<file path="config.mk">
export PLATFORM = sky130hd
export DESIGN_NAME = vehicle_sensor_conditioner_flat
export DESIGN_NICKNAME = d
export VERILOG_FILES = /design/src/rtl/tl_pkg.sv /design/src/rtl/vehicle_sensor_conditioner_if.sv /design/src/rtl/sync_2ff.sv /design/src/rtl/vehicle_sensor_conditioner.sv /design/src/flat_wrapper.sv
export SDC_FILE = /design/constraint.sdc
export NUM_CORES = 1
export LEC_CHECK = 0
export BUFFER_PORTS_ARGS = -buffer_cell sky130_fd_sc_hd__buf_2
export CAP_MARGIN = 20
export CORE_AREA = 2 2 73 75
export DETAILED_ROUTE_END_ITERATION = 10
export DIE_AREA = 0 0 75 77
export PLACE_DENSITY = 0.66
export REMOVE_ABC_BUFFERS = 1
export SLEW_MARGIN = 20
export SYNTH_ARGS = -nofsm -noshare
export SYNTH_HDL_FRONTEND = slang
export SYNTH_SLANG_ARGS = --single-unit
export TNS_END_PERCENT = 10
</file>
<file path="constraint.sdc">
create_clock -name clk -period 2.9 [get_ports clk]
set_input_delay 0.145 -clock clk [delete_from_list [all_inputs] [get_ports clk]]
set_output_delay 0.145 -clock clk [all_outputs]
set_load 0.005 [all_outputs]
</file>
<file path="src/rtl/tl_pkg.sv">
// Shared traffic-light definitions: vehicle sensor FSM states, default
// timing constants and a small saturating-increment helper.
package tl_pkg;

  typedef enum logic [2:0] {
    ST_IDLE,
    ST_QUAL,
    ST_PRESENT,
    ST_RELEASE,
    ST_FAULT
  } vsc_state_t;

  localparam int unsigned DEBOUNCE_CYC_DEF = 4;
  localparam int unsigned MIN_HOLD_CYC_DEF = 30;
  localparam int unsigned MAX_HOLD_CYC_DEF = 200;

  function automatic logic [7:0] sat_inc8(input logic [7:0] v);
    return (v == 8'hFF) ? v : v + 8'd1;
  endfunction

endpackage

</file>
<file path="src/rtl/vehicle_sensor_conditioner_if.sv">
// Loop-sensor side signals of the vehicle sensor conditioner.
interface vehicle_sensor_conditioner_if;
  import tl_pkg::*;

  logic       loop_raw;
  logic       clr_count;
  logic       sensor;
  logic       vehicle_pulse;
  logic [7:0] veh_count;
  logic       fault;

  modport master (
    output loop_raw, clr_count,
    input  sensor, vehicle_pulse, veh_count, fault
  );

  modport slave (
    input  loop_raw, clr_count,
    output sensor, vehicle_pulse, veh_count, fault
  );

endinterface

</file>
<file path="src/rtl/sync_2ff.sv">
// Two-flop synchronizer for a single asynchronous level.
module sync_2ff (
  input  logic clk,
  input  logic rst,
  input  logic i_d,
  output logic o_q
);
  logic r_meta;
  logic r_sync;

  always_ff @(posedge clk or posedge rst) begin
    if (rst) begin
      r_meta <= 1'b0;
      r_sync <= 1'b0;
    end else begin
      r_meta <= i_d;
      r_sync <= r_meta;
    end
  end

  assign o_q = r_sync;

endmodule

</file>
<file path="src/rtl/vehicle_sensor_conditioner.sv">
// Debounces a raw inductive-loop level into a qualified vehicle-present
// level, arrival strobe, saturating arrival count and stuck-loop fault.
module vehicle_sensor_conditioner
  import tl_pkg::*;
#(
  parameter int unsigned DEBOUNCE_CYC = DEBOUNCE_CYC_DEF,
  parameter int unsigned MIN_HOLD_CYC = MIN_HOLD_CYC_DEF,
  parameter int unsigned MAX_HOLD_CYC = MAX_HOLD_CYC_DEF
) (
  input logic                         clk,
  input logic                         rst,
  vehicle_sensor_conditioner_if.slave bus
);

  localparam logic [3:0] DEB_LAST   = 4'(DEBOUNCE_CYC - 1);
  localparam logic [3:0] DEB_FULL   = 4'(DEBOUNCE_CYC);
  localparam logic [7:0] MIN_HOLD   = 8'(MIN_HOLD_CYC);
  localparam logic [9:0] STUCK_LAST = 10'(MAX_HOLD_CYC - 1);

  logic       w_loop_s;
  vsc_state_t r_state;
  logic [3:0] r_deb_cnt;
  logic [7:0] r_on_cnt;
  logic [9:0] r_stuck_cnt;
  logic       r_sensor;
  logic       r_pulse;
  logic       r_fault;
  logic [7:0] r_veh_count;

  sync_2ff u_sync (
    .clk (clk),
    .rst (rst),
    .i_d (bus.loop_raw),
    .o_q (w_loop_s)
  );

  always_ff @(posedge clk or posedge rst) begin
    if (rst) begin
      r_state     <= ST_IDLE;
      r_deb_cnt   <= '0;
      r_on_cnt    <= '0;
      r_stuck_cnt <= '0;
      r_sensor    <= 1'b0;
      r_pulse     <= 1'b0;
      r_fault     <= 1'b0;
    end else begin
      r_pulse <= 1'b0;
      if (r_state inside {ST_PRESENT, ST_RELEASE})
        r_on_cnt <= sat_inc8(r_on_cnt);
      case (r_state)
        ST_IDLE: begin
          if (w_loop_s) begin
            r_state   <= ST_QUAL;
            r_deb_cnt <= 4'd1;
          end
        end
        ST_QUAL: begin
          if (!w_loop_s) begin
            r_state   <= ST_IDLE;
            r_deb_cnt <= '0;
          end else if (r_deb_cnt == DEB_LAST) begin
            r_state     <= ST_PRESENT;
            r_deb_cnt   <= '0;
            r_on_cnt    <= '0;
            r_stuck_cnt <= '0;
            r_sensor    <= 1'b1;
            r_pulse     <= 1'b1;
          end else begin
            r_deb_cnt <= r_deb_cnt + 4'd1;
          end
        end
        ST_PRESENT: begin
          if (w_loop_s) begin
            if (r_stuck_cnt == STUCK_LAST) begin
              r_state     <= ST_FAULT;
              r_stuck_cnt <= '0;
              r_deb_cnt   <= '0;
              r_sensor    <= 1'b0;
              r_fault     <= 1'b1;
            end else begin
              r_stuck_cnt <= r_stuck_cnt + 10'd1;
            end
          end else begin
            r_state     <= ST_RELEASE;
            r_deb_cnt   <= 4'd1;
            r_stuck_cnt <= '0;
          end
        end
        ST_RELEASE: begin
          // deb_cnt counts lows taken before this one; exit needs this low to complete the run
          if (w_loop_s) begin
            r_state   <= ST_PRESENT;
            r_deb_cnt <= '0;
          end else if (r_deb_cnt >= DEB_LAST && r_on_cnt >= MIN_HOLD) begin
            r_state   <= ST_IDLE;
            r_deb_cnt <= '0;
            r_sensor  <= 1'b0;
          end else if (r_deb_cnt != DEB_FULL) begin
            r_deb_cnt <= r_deb_cnt + 4'd1;
          end
        end
        ST_FAULT: begin
          if (w_loop_s) begin
            r_deb_cnt <= '0;
          end else if (r_deb_cnt == DEB_LAST) begin
            r_state   <= ST_IDLE;
            r_deb_cnt <= '0;
            r_fault   <= 1'b0;
          end else begin
            r_deb_cnt <= r_deb_cnt + 4'd1;
          end
        end
        default: r_state <= ST_IDLE;
      endcase
    end
  end

  // A clear coinciding with an arrival keeps that arrival.
  always_ff @(posedge clk or posedge rst) begin
    if (rst)
      r_veh_count <= '0;
    else if (bus.clr_count)
      r_veh_count <= r_pulse ? 8'd1 : 8'd0;
    else if (r_pulse)
      r_veh_count <= sat_inc8(r_veh_count);
  end

  assign bus.sensor        = r_sensor;
  assign bus.vehicle_pulse = r_pulse;
  assign bus.veh_count     = r_veh_count;
  assign bus.fault         = r_fault;

endmodule

</file>
<file path="src/flat_wrapper.sv">
// flat-port wrapper written by rule: the top's interface ports become plain ports
module vehicle_sensor_conditioner_flat import tl_pkg::*;
#(
  parameter int unsigned DEBOUNCE_CYC = DEBOUNCE_CYC_DEF,
  parameter int unsigned MIN_HOLD_CYC = MIN_HOLD_CYC_DEF,
  parameter int unsigned MAX_HOLD_CYC = MAX_HOLD_CYC_DEF
)
  (clk, rst, bus_loop_raw, bus_clr_count, bus_sensor, bus_vehicle_pulse, bus_veh_count, bus_fault);
  vehicle_sensor_conditioner_if bus_i ();
  input logic clk;
  input logic rst;
  input wire logic [$bits(bus_i.loop_raw)-1:0] bus_loop_raw;
  input wire logic [$bits(bus_i.clr_count)-1:0] bus_clr_count;
  output wire logic [$bits(bus_i.sensor)-1:0] bus_sensor;
  output wire logic [$bits(bus_i.vehicle_pulse)-1:0] bus_vehicle_pulse;
  output wire logic [$bits(bus_i.veh_count)-1:0] bus_veh_count;
  output wire logic [$bits(bus_i.fault)-1:0] bus_fault;
  assign bus_i.loop_raw = bus_loop_raw;
  assign bus_i.clr_count = bus_clr_count;
  assign bus_sensor = bus_i.sensor;
  assign bus_vehicle_pulse = bus_i.vehicle_pulse;
  assign bus_veh_count = bus_i.veh_count;
  assign bus_fault = bus_i.fault;
  vehicle_sensor_conditioner #(.DEBOUNCE_CYC(DEBOUNCE_CYC), .MIN_HOLD_CYC(MIN_HOLD_CYC), .MAX_HOLD_CYC(MAX_HOLD_CYC)) u_core (.clk(clk), .rst(rst), .bus(bus_i));
endmodule
</file>
Word-level counts from Yosys, hierarchy flattened

Cells that the tools add are included.

Add/subtract/negate cells: 4
$lt $le $gt $ge: 2
Equal/unequal tests: 23
Muxes and demuxes: 49
Reduce and logical (&&, ||, !) cells: 14

Operators by type and width:

| cell                                                              | count |
|---|---|
| two-way mux 8 bit                                                 | 8 |
| two-way mux 10 bit                                                | 4 |
| two-way mux 4 bit                                                 | 9 |
| two-way mux 3 bit                                                 | 9 |
| case mux 10 bit (2 select lines)                                  | 1 |
| case mux 4 bit (5 select lines)                                   | 1 |
| adder 8 x 1 -> 8 bit, second input constant                       | 2 |
| equality test 8 bit, second input constant                        | 2 |
| inequality test 2 bit, second input constant                      | 8 |
| case mux 3 bit (5 select lines)                                   | 1 |
| two-way mux 1 bit                                                 | 14 |
| adder 10 x 1 -> 10 bit, second input constant                     | 1 |
| equality test 10 x 8 -> 1 bit, second input constant              | 1 |
| greater-or-equal comparator 8 x 5 -> 1 bit, second input constant | 1 |
| nonzero test 2 bit                                                | 4 |
| AND reduction 7 bit                                               | 1 |
| equality test 3 x 2 -> 1 bit, second input constant               | 2 |
| inequality test 3 bit, second input constant                      | 2 |
| AND reduction 6 bit                                               | 1 |
| AND reduction 5 bit                                               | 1 |
| nonzero test 5 bit                                                | 1 |
| adder 4 x 1 -> 4 bit, second input constant                       | 1 |
| equality test 4 x 2 -> 1 bit, second input constant               | 1 |
| greater-or-equal comparator 4 x 2 -> 1 bit, second input constant | 1 |
| 14 further kinds                                                  | 15 |

Flip-flop bits (word level): 38
Input bits: 4
Output and inout port bits: 11
Logic and storage cells: 102

Depth between registers and ports, before layout

Depth after elaboration: 6
Gate-level depth with buffers: 7
Mapped depth without buffers: 7

Cells and area by module

Synthesis repeated with hierarchy kept, for this count alone.

Cells, all modules: 234
Area total of the unflattened synthesis: 2,179.6 sq um

By module, submodules not included:

| module                     | times used | cells an instance | area an instance (sq um) | seq. area each (sq um) |
|---|---|---|---|---|
| vehicle_sensor_conditioner | 1          | 231               | 2,125.8                  | 900.9 |
| sync_2ff                   | 1          | 3                 | 53.8                     | 50.0 |

Worst setup path after synthesis

No wires, ideal clock.

Path kind: register -> register
Start point: register u_core.r_stuck_cnt[0]
End point: register u_core.r_deb_cnt[0]
Library setup time: 80 ps
Data arrival time: 1,662 ps
Slack: 1,158 ps
Stages on the path, launching flop included: 7
Cells stage by stage: dfrtp_1 ha_1 and4bb_1 and3_2 o211ai_2 or4b_1 o211ai_2

Cells in the longest elaborated chain, start to end: 3

Ends and longest elaborated chain:

| element                         | RTL line                          | text |
|---|---|---|
| from (decl)                     | vehicle_sensor_conditioner.sv:24  | `logic [9:0] r_stuck_cnt;` |
| from (signal assigned)          | vehicle_sensor_conditioner.sv:81  | `r_stuck_cnt <= r_stuck_cnt + 10'd1;` |
| equality test 10 x 8 -> 1 bit   | vehicle_sensor_conditioner.sv:74  | `if (r_stuck_cnt == STUCK_LAST) begin` |
| inequality test 3 bit (no line) | n/a                               |  |
| AND reduction 4 bit (no line)   | n/a                               |  |
| to (signal assigned)            | vehicle_sensor_conditioner.sv:69  | `r_deb_cnt <= r_deb_cnt + 4'd1;` |
| to (signal assigned)            | vehicle_sensor_conditioner.sv:99  | `r_deb_cnt <= r_deb_cnt + 4'd1;` |
| to (signal assigned)            | vehicle_sensor_conditioner.sv:110 | `r_deb_cnt <= r_deb_cnt + 4'd1;` |
| to (decl)                       | vehicle_sensor_conditioner.sv:22  | `logic [3:0] r_deb_cnt;` |

No other way between the ends.
A chain may end at the register's enable or synchronous reset.

Worst setup path after layout

Start point: register u_core.r_state[1]
End point: register u_core.r_deb_cnt[3]

Cells in the longest elaborated chain, start to end: 3

Ends and longest elaborated chain:

| element                                                 | RTL line                         | text |
|---|---|---|
| from (decl)                                             | vehicle_sensor_conditioner.sv:21 | `vsc_state_t r_state;` |
| from (signal assigned)                                  | vehicle_sensor_conditioner.sv:39 | `r_state <= ST_IDLE;` |
| from (signal assigned)                                  | vehicle_sensor_conditioner.sv:53 | `r_state <= ST_QUAL;` |
| from (signal assigned)                                  | vehicle_sensor_conditioner.sv:59 | `r_state <= ST_IDLE;` |
| equality test 3 x 2 -> 1 bit (tied with other cells)    | vehicle_sensor_conditioner.sv:50 | `case (r_state)` |
| inequality test 4 bit (no line) (tied with other cells) | n/a                              |  |
| AND reduction 4 bit (no line)                           | n/a                              |  |

Several ways; a longest one is shown, not always the timed one.

==> summary.txt <==
Worst hold path
  – Class of the worst hold path: in2reg

Clock network
  – H-tree Lvls: 2
  – CTS Buf Count: 5
  – Post-CTS Setup Bufs: 0
  – Post_cts resized: 0
  – Deepest clock path buffer count: 2
  – Root Buffer: clkbuf_8
  – Clock sink count: 38
  – Clk slew on worst S/H paths: about 0.070 ns
  – Hold Buf Count CTS: 2
  – CTS tree: done
  – Worst-Skew Late Latency: 0.29 ns

Timing
  – Final Hold Fails: 0
  – Final Max Tran Viols: 0
  – Fmax: between 0.5 and 0.6 GHz
  – Setup_tns: 0 ns
  – Worst-Margin Slew: 0.699 ns
  – Setup violations, final: 0
  – Tcrit/Tclk final: 67.9%
  – Worst Skew: ~0.0075 ns
  – Unrepaired setup endpoints after global routing: no
  – Tmin final: 1.97 ns
  – Slew margin rel.: 53.3%

Worst setup path
  – Arrival @ worst endpoint: 2.15 ns
  – CP required: 3.09 ns
  – Crit path kind: reg2reg
  – Worst-path maximum fanout: 14
  – Crit. End Element: register
  – Critical Path Start Type: register

Synthesis
  – Yosys reg bits: 38
  – Cell taking the most area after synthesis: dfrtp_1
  – Synth unique cells: 48
  – Top_reg_cell synth: dfrtp_1
  – Syn Inst Count: 235
  – Post-synth ARST share: 100%
  – Top-area cell type share of the netlist area: 44.2%
  – Synth area leaders: dfrtp_1 (44%), nor2_1 (4.4%), nand3_1 (3.7%)
  – Avg Inst Size Synth: 9.15 µm²
  – Sequential fraction of the synthesis area: 44.2%
  – Synth warnings: 0
  – Synth Cell Area: 2150 µm²
  – Post-synth EDFFs: 0

GRT
  – Global Route Usage Sum: 16.8%
  – Largest net degree at the start of global routing: 22
  – Initial antenna violation count: 0
  – Met3 usage: 3.81%
  – Grt met1 use: 24.8%
  – Grt ovf: 0
  – GRT busiest layer: met1
  – First-pass GRT wire length: 7470 µm
  – Vias in the first global route: 1583
  – M2 GR Usage: 23.0%

Die
  – Initial core utilization: 43.2%
  – Area of the die: 5780 µm²
  – Site Rows: 26
  – IO Pins: 15
  – Core footprint: ~5000 µm²
  – Die width: 75 µm
  – Die Y: 77 µm

Power and ir drop
  – Peak VDD IR: 0.357 mV
  – Static leakage: 1.05 nW
  – PD cells: 635 nW/µm²

Route
  – Vias after detailed routing: 1723
  – Routed vias/inst: 5.33
  – WL final: between 4000 and 5000 µm
  – Residual DRC count: 0
  – Drt pass-1 iters: 4
  – Detail Route Antenna Nets: 0
  – Routed len/inst: 13.6 µm
  – Starting DRC count in detailed routing: 136

Run
  – Max cap viols: 0

Run status
  – Outcome: completed

Place
  – Dpl cell area: 2290 µm²
  – Gpl congestion: 0.873
  – DP HPWL: slightly above 3000 µm
  – Buffers on Ports: 14

Cells and area
  – Final nets: 263
  – Diodes inserted: 0
  – Layout cells sized above 1: 10.7%
  – Layout area overhead: 10.8%
  – Finished Cell Area: 2380 µm²
[registers in the layout, indices dropped and copies added (netlist names)]
name	cells
u_core.u_sync.r_meta	1
u_core.bus.veh_count	8
u_core.r_state	3
u_core.r_on_cnt	8
u_core.bus.fault	1
u_core.bus.vehicle_pulse	1
u_core.u_sync.o_q	1
u_core.bus.sensor	1
u_core.r_deb_cnt	4
u_core.r_stuck_cnt	10
[critical path, cell delays in order (launching register included)]
cell,delay (ns)
dfrtp_1,0.64
nor2b_1,0.27
nand3b_1,0.20
nor4_2,0.34
nor2_1,0.14
a32o_1,0.26
[cells in the mapped netlist (2+ instances only)]
library cell and number:
dfrtp_1 38, nor2_1 25, nand2_1 20, nand3_1 16, a21oi_1 15, nor3_1 12, o21ai_0 9, o21ai_1 8
inv_1 7, and3_1 6, ha_1 6, xnor2_1 6, buf_2 5, nand2b_1 5, a21o_1 4, nand4_1 4
nor2b_1 4, or3_1 4, nand3b_1 3, xor2_1 3, a211oi_1 2, a22o_1 2, mux2i_1 2, nor3b_1 2
o211ai_2 2, o21a_1 2, o31ai_1 2
[power breakdown]
part	switching, mW	internal [mW]	leakage [nW]
sequential	0.129	0.614	0.510
clock	0.179	0.166	0.0383
combinational	0.236	0.189	0.506
total	0.544	0.969	1.05
[area by class of cell]
class | count | area, µm²
Multi-Input combinational cell | 184 | 1140
Fill cell | 479 | 2590
Sequential cell | 38 | 951
Timing Repair Buffer | 17 | 97.6
Clock buffer | 7 | 76.3
Tap cell | 70 | 87.6
Inverter | 7 | 26.3
[kinds of logic (layout without fill, tap and decap cells)]
family,count (synthesis),after routing,share of synthesized area [%]
xor gates and xnor gates,9,9,3.67
DFF,38,38,44.2
AOI/OAI and AO/OA,57,57,18.2
and+or+nand+nor,110,110,26.9
adders and majority gates,6,6,3.49
muxes,2,2,0.931
buffers and inverters,13,31,2.56
[path summary, 6_finish.rpt]
| check | startpoint | endpoint | slack, ns | cells after the start |
|---|---|---|---|---|
| worst max-delay path | u_core.r_state[1] | u_core.r_deb_cnt[3] | 0.93 | 5 |
| worst min-delay path | bus_clr_count | u_core.bus.veh_count[5] | 0.12 | 2 |
| worst max register to register | u_core.r_state[1] | u_core.r_deb_cnt[3] | 0.93 | 5 |
| worst min register to register | u_core.u_sync.r_meta | u_core.u_sync.o_q | 0.35 | 0 |
| max in group asynchronous | rst | u_core.u_sync.o_q | 1.65 | 4 |
| min in group asynchronous | rst | u_core.bus.fault | 0.50 | 3 |
[cell usage in the layout (no fill, tap or decap), types with 2 or more instances in the layout]
master	netlist	final
a211oi_1	2	2
a21o_1	4	4
a21oi_1	15	15
a22o_1	2	2
and3_1	6	6
buf_2	5	14
clkbuf_1	0	2
clkbuf_8	0	5
dfrtp_1	38	38
dlygate4sd3_1	0	2
ha_1	6	6
inv_1	7	7
mux2i_1	2	2
nand2_1	20	20
nand2b_1	5	5
nand3_1	16	16
nand3b_1	3	3
nand4_1	4	4
nor2_1	25	25
nor2b_1	4	4
nor3_1	12	12
nor3b_1	2	2
o211ai_2	2	2
o21a_1	2	2
o21ai_0	9	9
o21ai_1	8	8
o31ai_1	2	2
or3_1	4	4
xnor2_1	6	6
xor2_1	3	3
[metal layers]
metal  wire length [µm]  part of all wire, %
met1               2310                   53
met2               1890                   43
met3                125                  2.8
met4                 61                  1.4
met5                  0                    0
[stage by stage]
| step | power [mW] | instances | utilization, % | hold WS [ns] | setup slack (ns) |
|---|---|---|---|---|---|
| 3_5_place_dp | 1.17 | 314 | 45.9 | 0.265 | 0.947 |
| 6_report | 1.51 | 323 | 47.9 | 0.121 | 0.931 |
| 4_1_cts | 1.53 | 323 | 47.9 | 0.113 | 0.934 |
| 5_1_grt | 1.62 | 323 | 47.9 | 0.131 | 0.784 |
| 2_1_floorplan | 1.06 | 229 | - | 0.176 | 1.15 |
| 3_3_place_gp | 1.17 | 314 | 45.9 | 0.264 | 0.983 |
(Power assumes the default switching activity.)
